### src/rtl/ofm_pkg.sv
// Shared constants, FSM state type and kernel-count decode for the OFM writeback packer.
package ofm_pkg;

  localparam int unsigned ROW_LEN       = 61;
  localparam int unsigned NUM_ROWS      = 61;
  localparam int unsigned OFM_PLANE     = ROW_LEN * NUM_ROWS;
  localparam int unsigned BEATS_PER_ROW = (ROW_LEN + 1) / 2;

  typedef enum logic [1:0] {
    ST_IDLE,
    ST_ARMED,
    ST_DRAIN,
    ST_DONE
  } ofm_state_e;

  function automatic logic [5:0] decode_kernels(input logic [2:0] cfg);
    case (cfg)
      3'd0:    decode_kernels = 6'd8;
      3'd1:    decode_kernels = 6'd16;
      3'd2:    decode_kernels = 6'd24;
      default: decode_kernels = 6'd32;
    endcase
  endfunction

endpackage

### src/rtl/ofm_wr_fifo.sv
// Packed-word FIFO for the OFM writeback path; flush clears pointers, push while full is
// accepted only when a pop happens in the same cycle.
module ofm_wr_fifo #(
  parameter  int unsigned DEPTH = 4,
  parameter  int unsigned WIDTH = 8,
  localparam int unsigned CW    = $clog2(DEPTH + 1)
) (
  input  logic             clk,
  input  logic             rst_n,
  input  logic             flush,
  input  logic             push,
  input  logic             pop,
  input  logic [WIDTH-1:0] wdata,
  output logic [WIDTH-1:0] rdata,
  output logic             full,
  output logic             empty,
  output logic [CW-1:0]    count
);

  localparam int unsigned PW = (DEPTH > 1) ? $clog2(DEPTH) : 1;

  logic [WIDTH-1:0] mem_q [DEPTH];
  logic [WIDTH-1:0] mem_d [DEPTH];
  logic [PW-1:0]    wr_q, wr_d, rd_q, rd_d;
  logic [CW-1:0]    cnt_q, cnt_d;
  logic             do_push, do_pop;

  function automatic logic [PW-1:0] ptr_inc(input logic [PW-1:0] p);
    ptr_inc = (p == PW'(DEPTH - 1)) ? '0 : p + PW'(1);
  endfunction

  assign empty = (cnt_q == '0);
  assign full  = (cnt_q == CW'(DEPTH));
  assign count = cnt_q;
  assign rdata = mem_q[rd_q];

  assign do_pop  = pop && !empty;
  assign do_push = push && (!full || do_pop);

  always_comb begin
    mem_d = mem_q;
    wr_d  = wr_q;
    rd_d  = rd_q;
    cnt_d = cnt_q;
    if (flush) begin
      wr_d  = '0;
      rd_d  = '0;
      cnt_d = '0;
    end else begin
      if (do_push) begin
        mem_d[wr_q] = wdata;
        wr_d        = ptr_inc(wr_q);
      end
      if (do_pop) begin
        rd_d = ptr_inc(rd_q);
      end
      cnt_d = cnt_q + CW'(do_push) - CW'(do_pop);
    end
  end

  always_ff @(posedge clk or negedge rst_n) begin
    if (!rst_n) begin
      for (int unsigned i = 0; i < DEPTH; i++) begin
        mem_q[i] <= '0;
      end
      wr_q  <= '0;
      rd_q  <= '0;
      cnt_q <= '0;
    end else begin
      mem_q <= mem_d;
      wr_q  <= wr_d;
      rd_q  <= rd_d;
      cnt_q <= cnt_d;
    end
  end

endmodule

### src/rtl/ofm_writeback_packer.sv
// Packs the two-lane per-row convolution output stream into 4-lane, address-tagged OFM SRAM words.
// Build option OFM_RELU_EN clamps negative lanes to zero before packing.
module ofm_writeback_packer #(
  parameter int unsigned LEN_OUT    = 25,
  parameter int unsigned ROW_LEN    = ofm_pkg::ROW_LEN,
  parameter int unsigned NUM_ROWS   = ofm_pkg::NUM_ROWS,
  parameter int unsigned FIFO_DEPTH = 4,
  parameter int unsigned ADDR_W     = 17
) (
  input  logic                      clk,
  input  logic                      rst_n,
  input  logic [2:0]                in_cfg_co,
  input  logic                      in_start,
  input  logic                      in_write_ctl,
  input  logic signed [LEN_OUT-1:0] in_data0,
  input  logic signed [LEN_OUT-1:0] in_data1,
  output logic                      out_wr_valid,
  input  logic                      out_wr_ready,
  output logic [ADDR_W-1:0]         out_wr_addr,
  output logic [4*LEN_OUT-1:0]      out_wr_data,
  output logic [3:0]                out_wr_mask,
  output logic                      out_overflow,
  output logic                      out_done
);

  import ofm_pkg::*;

  localparam int unsigned BEATS  = (ROW_LEN + 1) / 2;
  localparam int unsigned BW     = $clog2(BEATS);
  localparam int unsigned RW     = $clog2(NUM_ROWS);
  localparam int unsigned CW     = $clog2(FIFO_DEPTH + 1);
  localparam int unsigned WORD_W = ADDR_W + 4 * LEN_OUT + 4;

  ofm_state_e          state_q, state_d;
  logic [BW-1:0]       beat_q, beat_d;
  logic [RW-1:0]       row_q, row_d;
  logic [5:0]          kernel_q, kernel_d;
  logic [5:0]          kcount_q, kcount_d;
  logic [ADDR_W-1:0]   addr_q, addr_d;
  logic [LEN_OUT-1:0]  carry0_q, carry0_d;
  logic [LEN_OUT-1:0]  carry1_q, carry1_d;
  logic [LEN_OUT-1:0]  carry2_q, carry2_d;
  logic                tail_q, tail_d;
  logic                last_tail_q, last_tail_d;
  logic                overflow_q, overflow_d;

  logic [LEN_OUT-1:0]   lane0, lane1;
  logic                 beat_fire, last_row, last_kernel;
  logic                 push, pop, flush;
  logic [ADDR_W-1:0]    push_addr;
  logic [4*LEN_OUT-1:0] push_data;
  logic [3:0]           push_mask;
  logic                 fifo_full, fifo_empty;
  logic [CW-1:0]        fifo_count;
  logic [WORD_W-1:0]    rd_word;

  function automatic logic [LEN_OUT-1:0] lane_fn(input logic [LEN_OUT-1:0] v);
`ifdef OFM_RELU_EN
    lane_fn = v[LEN_OUT-1] ? '0 : v;
`else
    lane_fn = v;
`endif
  endfunction

  assign pop          = !fifo_empty && out_wr_ready;
  assign out_wr_valid = !fifo_empty;
  assign out_overflow = overflow_q;
  assign out_done     = (state_q == ST_DONE);
  assign {out_wr_addr, out_wr_data, out_wr_mask} = rd_word;

  always_comb begin
    lane0       = lane_fn(in_data0);
    lane1       = lane_fn(in_data1);
    state_d     = state_q;
    beat_d      = beat_q;
    row_d       = row_q;
    kernel_d    = kernel_q;
    kcount_d    = kcount_q;
    addr_d      = addr_q;
    carry0_d    = carry0_q;
    carry1_d    = carry1_q;
    carry2_d    = carry2_q;
    tail_d      = tail_q;
    last_tail_d = last_tail_q;
    push        = 1'b0;
    flush       = 1'b0;
    push_addr   = addr_q;
    push_data   = '0;
    push_mask   = '0;
    beat_fire   = in_write_ctl && (state_q == ST_ARMED);
    last_row    = (row_q == RW'(NUM_ROWS - 1));
    last_kernel = (kernel_q == (kcount_q - 6'd1));

    // Tail word reads the old carry0 while a following beat 0 may overwrite it this cycle.
    if (tail_q) begin
      push        = 1'b1;
      push_data   = {{(3 * LEN_OUT){1'b0}}, carry0_q};
      push_mask   = 4'b0001;
      addr_d      = addr_q + ADDR_W'(1);
      tail_d      = 1'b0;
      last_tail_d = 1'b0;
      if (last_tail_q) begin
        state_d = ST_DRAIN;
      end
    end

    if (beat_fire) begin
      if (beat_q == '0) begin
        carry0_d = lane0;
      end else if (beat_q[0]) begin
        carry1_d = lane0;
        carry2_d = lane1;
      end else begin
        push      = 1'b1;
        push_data = {lane0, carry2_q, carry1_q, carry0_q};
        push_mask = 4'b1111;
        addr_d    = addr_q + ADDR_W'(4);
        carry0_d  = lane1;
      end
      if (beat_q == BW'(BEATS - 1)) begin
        beat_d      = '0;
        tail_d      = 1'b1;
        last_tail_d = last_row && last_kernel;
        if (last_row) begin
          row_d    = '0;
          kernel_d = kernel_q + 6'd1;
        end else begin
          row_d = row_q + RW'(1);
        end
      end else begin
        beat_d = beat_q + BW'(1);
      end
    end

    overflow_d = overflow_q || (push && fifo_full && !pop);

    case (state_q)
      ST_DRAIN: begin
        if (fifo_empty || ((fifo_count == CW'(1)) && pop)) begin
          state_d = ST_DONE;
        end
      end
      default: ;
    endcase

    if (in_start) begin
      state_d     = ST_ARMED;
      beat_d      = '0;
      row_d       = '0;
      kernel_d    = '0;
      kcount_d    = decode_kernels(in_cfg_co);
      addr_d      = '0;
      tail_d      = 1'b0;
      last_tail_d = 1'b0;
      overflow_d  = 1'b0;
      push        = 1'b0;
      flush       = 1'b1;
    end
  end

  always_ff @(posedge clk or negedge rst_n) begin
    if (!rst_n) begin
      state_q     <= ST_IDLE;
      beat_q      <= '0;
      row_q       <= '0;
      kernel_q    <= '0;
      kcount_q    <= 6'd8;
      addr_q      <= '0;
      carry0_q    <= '0;
      carry1_q    <= '0;
      carry2_q    <= '0;
      tail_q      <= 1'b0;
      last_tail_q <= 1'b0;
      overflow_q  <= 1'b0;
    end else begin
      state_q     <= state_d;
      beat_q      <= beat_d;
      row_q       <= row_d;
      kernel_q    <= kernel_d;
      kcount_q    <= kcount_d;
      addr_q      <= addr_d;
      carry0_q    <= carry0_d;
      carry1_q    <= carry1_d;
      carry2_q    <= carry2_d;
      tail_q      <= tail_d;
      last_tail_q <= last_tail_d;
      overflow_q  <= overflow_d;
    end
  end

  ofm_wr_fifo #(
    .DEPTH(FIFO_DEPTH),
    .WIDTH(WORD_W)
  ) u_fifo (
    .clk  (clk),
    .rst_n(rst_n),
    .flush(flush),
    .push (push),
    .pop  (pop),
    .wdata({push_addr, push_data, push_mask}),
    .rdata(rd_word),
    .full (fifo_full),
    .empty(fifo_empty),
    .count(fifo_count)
  );

endmodule

### config.mk
export PLATFORM = sky130hd
export DESIGN_NAME = ofm_writeback_packer
export DESIGN_NICKNAME = d
export VERILOG_FILES = /design/src/rtl/ofm_pkg.sv /design/src/rtl/ofm_wr_fifo.sv /design/src/rtl/ofm_writeback_packer.sv
export SDC_FILE = /design/constraint.sdc
export NUM_CORES = 1
export LEC_CHECK = 0
export CAP_MARGIN = 20
export CORE_MARGIN = 2
export CORE_UTILIZATION = 35
export DETAILED_ROUTE_END_ITERATION = 12
export GPL_TIMING_DRIVEN = 0
export REMOVE_ABC_BUFFERS = 1
export SYNTH_ARGS = -nofsm -noshare
export SYNTH_HDL_FRONTEND = slang
export SYNTH_SLANG_ARGS = --single-unit
### constraint.sdc
create_clock -name clk -period 3.8 [get_ports clk]
set_input_delay 0.57 -clock clk [delete_from_list [all_inputs] [get_ports clk]]
set_output_delay 0.57 -clock clk [all_outputs]
set_load 0.05 [all_outputs]
; ---- After elaboration in Yosys (flattened, before gate mapping)
; Cells that the tools add are included.
[totals]
regBits = 611
in_bits = 58
[op_classes]
mux = 59
add_sub_neg = 10
n_eq_ne = 13
magnitude_cmp = 3
n_bitwise = 4
reduce_logical = 28
[op_table]
columns = op, n
row1 = 484-bit bitwise mux, 1
row2 = 121-bit two-way mux, 3
row3 = 100-bit two-way mux, 3
row4 = 121-bit binary-select mux with 2-bit select, 1
row5 = 121-bit demux with 2-bit select, 1
row6 = 17-bit two-way mux, 5
row7 = 25-bit two-way mux, 3
row8 = 6-bit two-way mux, 8
row9 = 2-bit two-way mux, 11
row10 = 6-bit case mux with 3 select lines, 1
row11 = "17-bit by 1-bit adder with 17-bit output, second input constant", 1
row12 = "17-bit by 3-bit adder with 17-bit output, second input constant", 1
row13 = 1-bit two-way mux, 15
row14 = 5-bit two-way mux, 3
row15 = "6-bit by 1-bit adder with 6-bit output, second input constant", 2
row16 = 4-bit two-way mux, 3
row17 = 2-bit nonzero test, 5
row18 = 1-bit logical AND, 9
row19 = "2-bit equality test, second input constant", 4
row20 = "3-bit by 1-bit equality test with 1-bit output, second input constant", 2
row21 = 6-bit equality test, 1
row22 = "6-bit equality test, second input constant", 1
row23 = "3-bit >= comparator, second input constant", 2
row24 = 3-bit zero test, 2
row25 = 19 further kinds, 29

; ---- Depth between registers and ports, before layout
; Gate-level depths: netlist of run 1.
[depth]
depth_word = 9
mapped_depth = 13
ltp_nobuf = 11

; ---- Hierarchy
; A second synthesis of run 1 with hierarchy kept.
[unflattened]
cells_unflattened = 1829
area_unflattened_um2 = 27309.9
[by_module_without_submodules]
columns = module, n_inst, seq_area_each_um2, area_each_um2, cells_each
row1 = ofm_wr_fifo, 1, 12286.8, 21282.9, 1217
row2 = ofm_writeback_packer, 1, 2929.1, 6027.0, 612

; ---- Worst setup path after synthesis of run 1
; No wires, ideal clock.
[synth_path]
path_kind = register to output
startpoint = register u_fifo.rd_q[0]
endpoint = output port out_wr_mask[2]
n_path_buf = 4
stages_incl_launch_ff = 6
slack_ns = 0.916
t_arrival_ns = 2.314
path_cell_list = dfrtp_1 clkbuf_1 clkbuf_1 buf_1 mux4_2 buf_4
[synth_between]
elab_chain_cells = 4
[synth_rtl]
columns = item, line
row1 = from (decl), ofm_wr_fifo.sv:24  ; logic [PW-1:0] wr_q, wr_d, rd_q, rd_d;
row2 = from (signal assigned), ofm_wr_fifo.sv:72  ; rd_q <= rd_d;
row3 = 2-bit inverter with 3-bit output (implied by the code), ofm_wr_fifo.sv:35  ; assign rdata = mem_q[rd_q];
row4 = 121-bit binary-select mux with 2-bit select, ofm_wr_fifo.sv:35
row5 = 121-bit two-way mux (implied by the code) (2 in series), ofm_wr_fifo.sv:35
row6 = to (decl), ofm_writeback_packer.sv:21  ; output logic [3:0] out_wr_mask,
; No other way between the ends. The select of a mux whose other input is x is not followed.

; ---- Worst setup path after layout of run 1
[layout_path]
startpoint = register u_fifo.rd_q[0]
endpoint = output port out_wr_data[94]
[layout_between]
elab_chain_cells = 4
[layout_rtl]
columns = item, line
row1 = 2-bit inverter with 3-bit output (implied by the code), ofm_wr_fifo.sv:35
row2 = 121-bit binary-select mux with 2-bit select, ofm_wr_fifo.sv:35
row3 = 121-bit two-way mux (implied by the code) (2 in series), ofm_wr_fifo.sv:35
row4 = to (decl), ofm_writeback_packer.sv:20  ; output logic [4*LEN_OUT-1:0] out_wr_data,
; No other way between the ends. The select of a mux whose other input is x is not followed.

==> results.ini, run 1 <==
[route]
drcViolationCount=0
via_count=16041
drt_iter0_drc=1098
postRouteAntennaNets=0
drtPass1Iterations=5
drt-total-wl_um=72700
routedWlPerCell_um=23.2
viasPerCell=5.12

[grt]
grt_pass1_wl_um=114000
grt_start_max_net_pins=132
antenna_found_initial=5
overflow=0
grt_pass1_vias=18072
track_usage=0.171

[placed_design]
io_buffer_count=181
gp_congestion=0.709
place.detailed.hpwl_um=44800
placedCellCount=2986
placed_cell_area_um2=32200

[worst_setup_path]
required_ns=3.23
r2r_cells=11
critPathCapture=out_wr_data[94]
critPathKind=register to output port
arrival_ns=3.07
reg2reg_to=u_fifo.mem_q[130]
cp_max_fo=36
rr_startpoint=state_q[1]
ff2ff_setup_slack_ns=0.20
end_kind=output port
cp-startpoint=u_fifo.rd_q[0]
start_kind=register

[clock_network]
cts_tree=yes
cts_made_buffers=73
cts.clk_slew.worst_paths_ns=0.06
clock_path_buffers=3
cts_sinks=600
clockRootBuffer=clkbuf_16
clk_latency_ns=0.60
cts_htree_levels=3

[finish]
final_common_cell=dfrtp_1
regArea_um2=15000
drive_above_1_share=0.404
design_area_um2=34700
multi_input_area_um2=12700
layout_common_cells=dfrtp_1, mux2_4, clkdlybuf4s50_1
nets=2082
fill_cells=7261
syn_to_final_growth_pct=19.5
final_cells=3131

[hold_path]
whs_path_depth=2
hp-class=primary input to register

[synth]
synth_edf_count=0
syn-instance-count=1782
synth_cell_types=53
synthTopCellsByArea=dfrtp_1, mux2_4, mux4_2
synth_seq_cells=600
ys.flop_type=dfrtp_1
yosysWarningCount=0
syn_area_um2=29000
synth_largest_area_cell=dfrtp_1
ys_seq_area_frac=0.517
synthDominantCellAreaShare=0.516
syn_area_per_cell_um2=16.3
synthArstFlopShare=1.00

[die]
die_area_um2=85200
fp.dieH_um=292
ioPinCount=182
initial_core_util=0.353
num_rows=105
coreArea_um2=82100
die_width_um=292

[sta]
worst_pin_slew_ns=1.06
slew_headroom=0.294
final_max_slew_viol_count=0
hold_ws_ns=0.412
hold_viol_final=0
period_share=0.957
rsz0062_at_grt=no
setup_violations=0
period_minus_slack_ns=3.64
finalClockSkew_ns=0.0221
clock.fmax_mhz=275

[run_status]
status=complete, no violations

[power_and_ir_drop]
vdd_drop_max_uv=300
cellPowerDensity_nw_per_um2=537
leakage_nw=15.6

[run]
maxCapViolations=0

[critical path, stage by stage (launching register included)]
cell and delay (ns):
dfrtp_4 0.43, buf_16 0.28, buf_16 0.31, mux4_2 0.55, clkdlybuf4s50_1 0.76
[power breakdown]
part,internal [mW],switching (mW),leakage [nW]
sequential,7.00,0.392,8.12
combinational,1.89,2.41,6.33
clock,4.15,2.78,1.15
[metal layers]
metal / vias to the layer above / share of wire / global-route usage / wire length [µm]
met5: - / 0.00018 / 0 / 13
met4: 2 / 0.026 / 0.0538 / 1890
met2: 336 / 0.48 / 0.278 / 35000
met1: 8612 / 0.45 / 0.232 / 32700
met3: 107 / 0.042 / 0.0336 / 3080
li1: 6984 / - / - / -
[kinds of logic (layout without fill, tap and decap cells)]
| group | count (synthesis) | after routing | share of synthesized area |
|---|---|---|---|
| buf+inv | 147 | 422 | 0.0468 |
| other cells | 0 | 1 | 0 |
| mux | 647 | 647 | 0.353 |
| simple gates | 268 | 271 | 0.0519 |
| fa+ha+maj | 17 | 17 | 0.00759 |
| xor+xnor | 15 | 15 | 0.00453 |
| compound gates | 88 | 88 | 0.0184 |
| flops | 600 | 600 | 0.517 |
[cells in the mapped netlist (13+ instances only)]
library cell,count
mux2_4,436
and3_1,77
inv_1,16
dfrtp_1,599
buf_12,44
mux4_2,119
mux2_1,36
a21oi_1,32
nand3_1,15
nor2_1,44
mux2_2,52
buf_1,13
ha_1,16
nand2_1,71
clkbuf_1,56
a31oi_1,25
[worst min-delay path by stage]
| stage | slack [ns] | start | end |
|---|---|---|---|
| 4_1_cts | 0.35 | in_start | u_fifo.count[1] |
| 3_3_place_gp | 0.44 | u_fifo.mem_q[121] | u_fifo.mem_q[121] |
| 3_5_place_dp | 0.45 | u_fifo.mem_q[121] | u_fifo.mem_q[121] |
| 2_1_floorplan | 0.27 | rst_n | addr_q[0] |
| 6_report | 0.41 | in_start | u_fifo.count[1] |
| 5_1_grt | 0.39 | in_start | u_fifo.count[1] |
[registers in the layout (all words and copies together), names as in the netlist]
register / count
u_fifo.rd_q: 2
u_fifo.count: 3
u_fifo.mem_q: 476
kernel_q: 6
out_overflow: 1
kcount_q: 3
last_tail_q: 1
tail_q: 1
state_q: 2
carry0_q: 25
carry2_q: 25
row_q: 6
carry1_q: 25
u_fifo.wr_q: 2
beat_q: 5
addr_q: 17
[area by class of cell]
| class | count | share of cell area |
|---|---|---|
| Clock buffer | 103 | 0.0588 |
| Tap cell | 1070 | 0.0386 |
| Timing Repair Buffer | 278 | 0.0926 |
| Inverter | 16 | 0.00173 |
| Antenna cell | 1 | 0.0000721 |
| Clock inverter | 25 | 0.00851 |
| Sequential cell | 600 | 0.433 |
| Multi-Input combinational cell | 1038 | 0.367 |
[per-stage QoR]
stage	TNS, ns	power (mW)	utilization	setup slack [ns]
after floorplan	-2297.53	10.3	-	-4.26
after global routing	0	19.4	0.422	0.00417
after detailed placement	-162.30	11.8	0.392	-0.987
after global placement	-	11.6	0.376	-23.68
after CTS	0	18.9	0.422	0.0555
final	0	18.6	0.422	0.165
[timing repair]
action                                  4_1_cts  5_1_grt
resized for setup                             2        0
buffers inserted                              8        4
hold endpoints to repair                     61        0
hold buffers                                  1        0
gates cloned                                  2        1
pin swaps                                     5        0
endpoints found under the setup margin      223        9
No activity file was read; power rests on OpenSTA's default activity.
==> run 2, diff against run 1 <==
--- a/config.mk
+++ b/config.mk
@@ -6,6 +6,7 @@
 export NUM_CORES = 1
 export LEC_CHECK = 0
 export CAP_MARGIN = 20
+export CORE_ASPECT_RATIO = 1.2
 export CORE_MARGIN = 2
 export CORE_UTILIZATION = 35
 export DETAILED_ROUTE_END_ITERATION = 12
==> run 2 against run 1 <==
Net effect:
- die area about the same
- sequential power barely moved
- largest power group unchanged
- maximum frequency shrank 0.29%
- setup slack worse by 0.010 ns
- clock-buffer cell count fell by 9
- sequential share of layout area about the same
==> results.ini, run 2 (synthesis gave the netlist of run 1 again) <==
[run_status]
status=complete, no violations

[sta]
slew_headroom=0.226  ; -0.0682
finalClockSkew_ns=0.0199  ; -0.00223 ns
period_share=0.959  ; +0.00275
rsz0062_at_grt=no
worst_pin_slew_ns=1.16  ; +0.102 ns
fin_setup_tns_ns=0  ; unchanged
hold_viol_final=0  ; unchanged
setup_violations=0  ; unchanged
hold_ws_ns=0.421  ; +0.00814 ns
final_max_slew_viol_count=0  ; unchanged
clock.fmax_mhz=274  ; -0.29%
period_minus_slack_ns=3.65  ; +0.0104 ns

[power_and_ir_drop]
cellPowerDensity_nw_per_um2=534  ; -0.43%
swShare=0.300  ; +0.000337
p_clk_frac=0.368  ; -0.004
vdd_drop_max_uv=309  ; +3.0%
p_seq_frac=0.399  ; +0.002
p_int_mw=13.0  ; -0.53%
pwr-share-comb=0.234  ; +0.003
p_sw_mw=5.56  ; -0.37%
leakage_nw=15.6  ; about the same

[placed_design]
io_buffer_count=181  ; unchanged
placedCellCount=2971  ; -0.50%
gp_congestion=0.717  ; +1.1%
placed_cell_area_um2=32200  ; about the same
place.detailed.hpwl_um=45400  ; +1.3%

[die]
coreArea_um2=82000  ; -0.11%
ioPinCount=182  ; unchanged
num_rows=115  ; +9.5%
die_width_um=267  ; -8.6%
fp.dieH_um=319  ; +9.4%
die_area_um2=85200  ; about the same
initial_core_util=0.354  ; +0.000404

[clock_network]
cts.clk_slew.worst_paths_ns=0.06  ; about the same
clockRootBuffer=clkbuf_16
clock_path_buffers=3  ; unchanged
clk_latency_ns=0.60  ; about the same
cts_sinks=600  ; unchanged
cts_htree_levels=3  ; unchanged
cts_tree=yes
cts_made_buffers=68  ; -6.8%

[run]
maxCapViolations=0  ; unchanged

[route]
viasPerCell=5.16  ; +0.81%
drt_iter0_drc=902  ; -18%
drt-total-wl_um=71900  ; -1.1%
routedWlPerCell_um=23.1  ; -0.38%
drtPass1Iterations=5  ; unchanged
drcViolationCount=0  ; unchanged
via_count=16047  ; +0.037%
postRouteAntennaNets=0  ; unchanged

[finish]
fill_cells=7289  ; +0.39%
postLayoutCoreUtil=0.423  ; about the same
nets=2076  ; -0.29%
drive_above_1_share=0.406  ; +0.00167
final_cells=3107  ; -0.77%
layout_common_cells=dfrtp_1, mux2_4, clkdlybuf4s50_1
largest_reg_flops=476  ; unchanged
num_antenna_cells=0  ; -1
regMostFlops=u_fifo.mem_q
final_common_cell=dfrtp_1
syn_to_final_growth_pct=19.5  ; about the same
design_area_um2=34700  ; about the same

[grt]
grt_start_max_net_pins=129  ; -2.3%
track_usage=0.172  ; +0.000538
antenna_found_initial=2  ; -3
grt_pass1_wl_um=113000  ; -0.44%
grt_pass1_vias=18018  ; -0.30%
overflow=0  ; unchanged

[worst_setup_path]
r2r_cells=9  ; -2
critPathKind=register to output port
arrival_ns=3.08  ; about the same
end_kind=output port
start_kind=register
ff2ff_setup_slack_ns=0.16  ; -0.04 ns
cp_max_fo=47  ; +31%
required_ns=3.23  ; about the same

[hold_path]
hp-class=primary input to async pin

==> run 2: changes by cell type in the layout (fill, tap and decap cells not counted), sizes merged <==
cell,before,now
and4bb,2,1
inv,20,22
clkinvlp,2,6
diode,1,0
clkbuf,103,94
clkinv,13,11
==> run 2: power by group through the flow <==
stage | sequential [mW] | clock, mW | combinational (mW)
final | 7.39 | 6.81 | 4.33
after global routing | 7.46 | 7.31 | 4.59
after CTS | 7.42 | 7.02 | 4.38
after detailed placement | 7.58 | 0 | 4.24
after global placement | 7.78 | 0 | 3.84
after floorplan | 7.55 | 0 | 2.75
==> run 2: area by class of cell <==
cell class | count | area, µm² | area share
flip-flops and latches | 600 | 15000 | 0.433
clock inverters | 29 | 350 | 0.0101
multi-input cells | 1037 | 12700 | 0.366
repair buffers | 278 | 3260 | 0.0939
inverters | 16 | 60.1 | 0.00173
clock buffers | 94 | 1960 | 0.0566
well taps | 1053 | 1320 | 0.0380
==> run 2: repair_timing <==
action | in CTS | in global routing
cloned | 2 | 0
hold buffers | 1 | 0
endpoints found under the hold margin | 30 | 0
setup endpoints to repair | 246 | 4
setup buffers | 7 | 3
pin swaps | 2 | 1
resized for setup | 1 | 0
==> run 2: final timing paths <==
check                               endpoint             from
max                          out_wr_data[25]   u_fifo.rd_q[1]
min                         u_fifo.mem_q[83]            rst_n
max reg2reg                 u_fifo.mem_q[48]        beat_q[0]
min reg2reg                  u_fifo.mem_q[0]  u_fifo.mem_q[0]
max in group asynchronous  u_fifo.mem_q[317]            rst_n
min in group clk             u_fifo.mem_q[0]  u_fifo.mem_q[0]
==> run 2: layer usage <==
metal / part of all wire / vias to the layer above / routed length [µm] / GRT usage
li1: - / 6985 / - / -
met1: 0.44 / 8668 / 31700 / 0.229
met2: 0.50 / 291 / 36000 / 0.288
met3: 0.035 / 101 / 2530 / 0.0279
met4: 0.022 / 2 / 1610 / 0.0502
met5: 0.00018 / - / 13 / 0
==> run 2: through the flow <==
step,power (mW),worst slack (ns)
final,18.5,0.154
after floorplan,10.3,-4.26
after detailed placement,11.8,-0.708
after global placement,11.6,-23.52
after CTS,18.8,0.00383
after global routing,19.4,0.0214
==> run 2: worst max-delay path, stage by stage, from the launching register on <==
cell and delay (ns):
dfrtp_4 0.66, buf_16 0.34, buf_16 0.26, mux4_2 0.35
clkdlybuf4s50_1 0.76
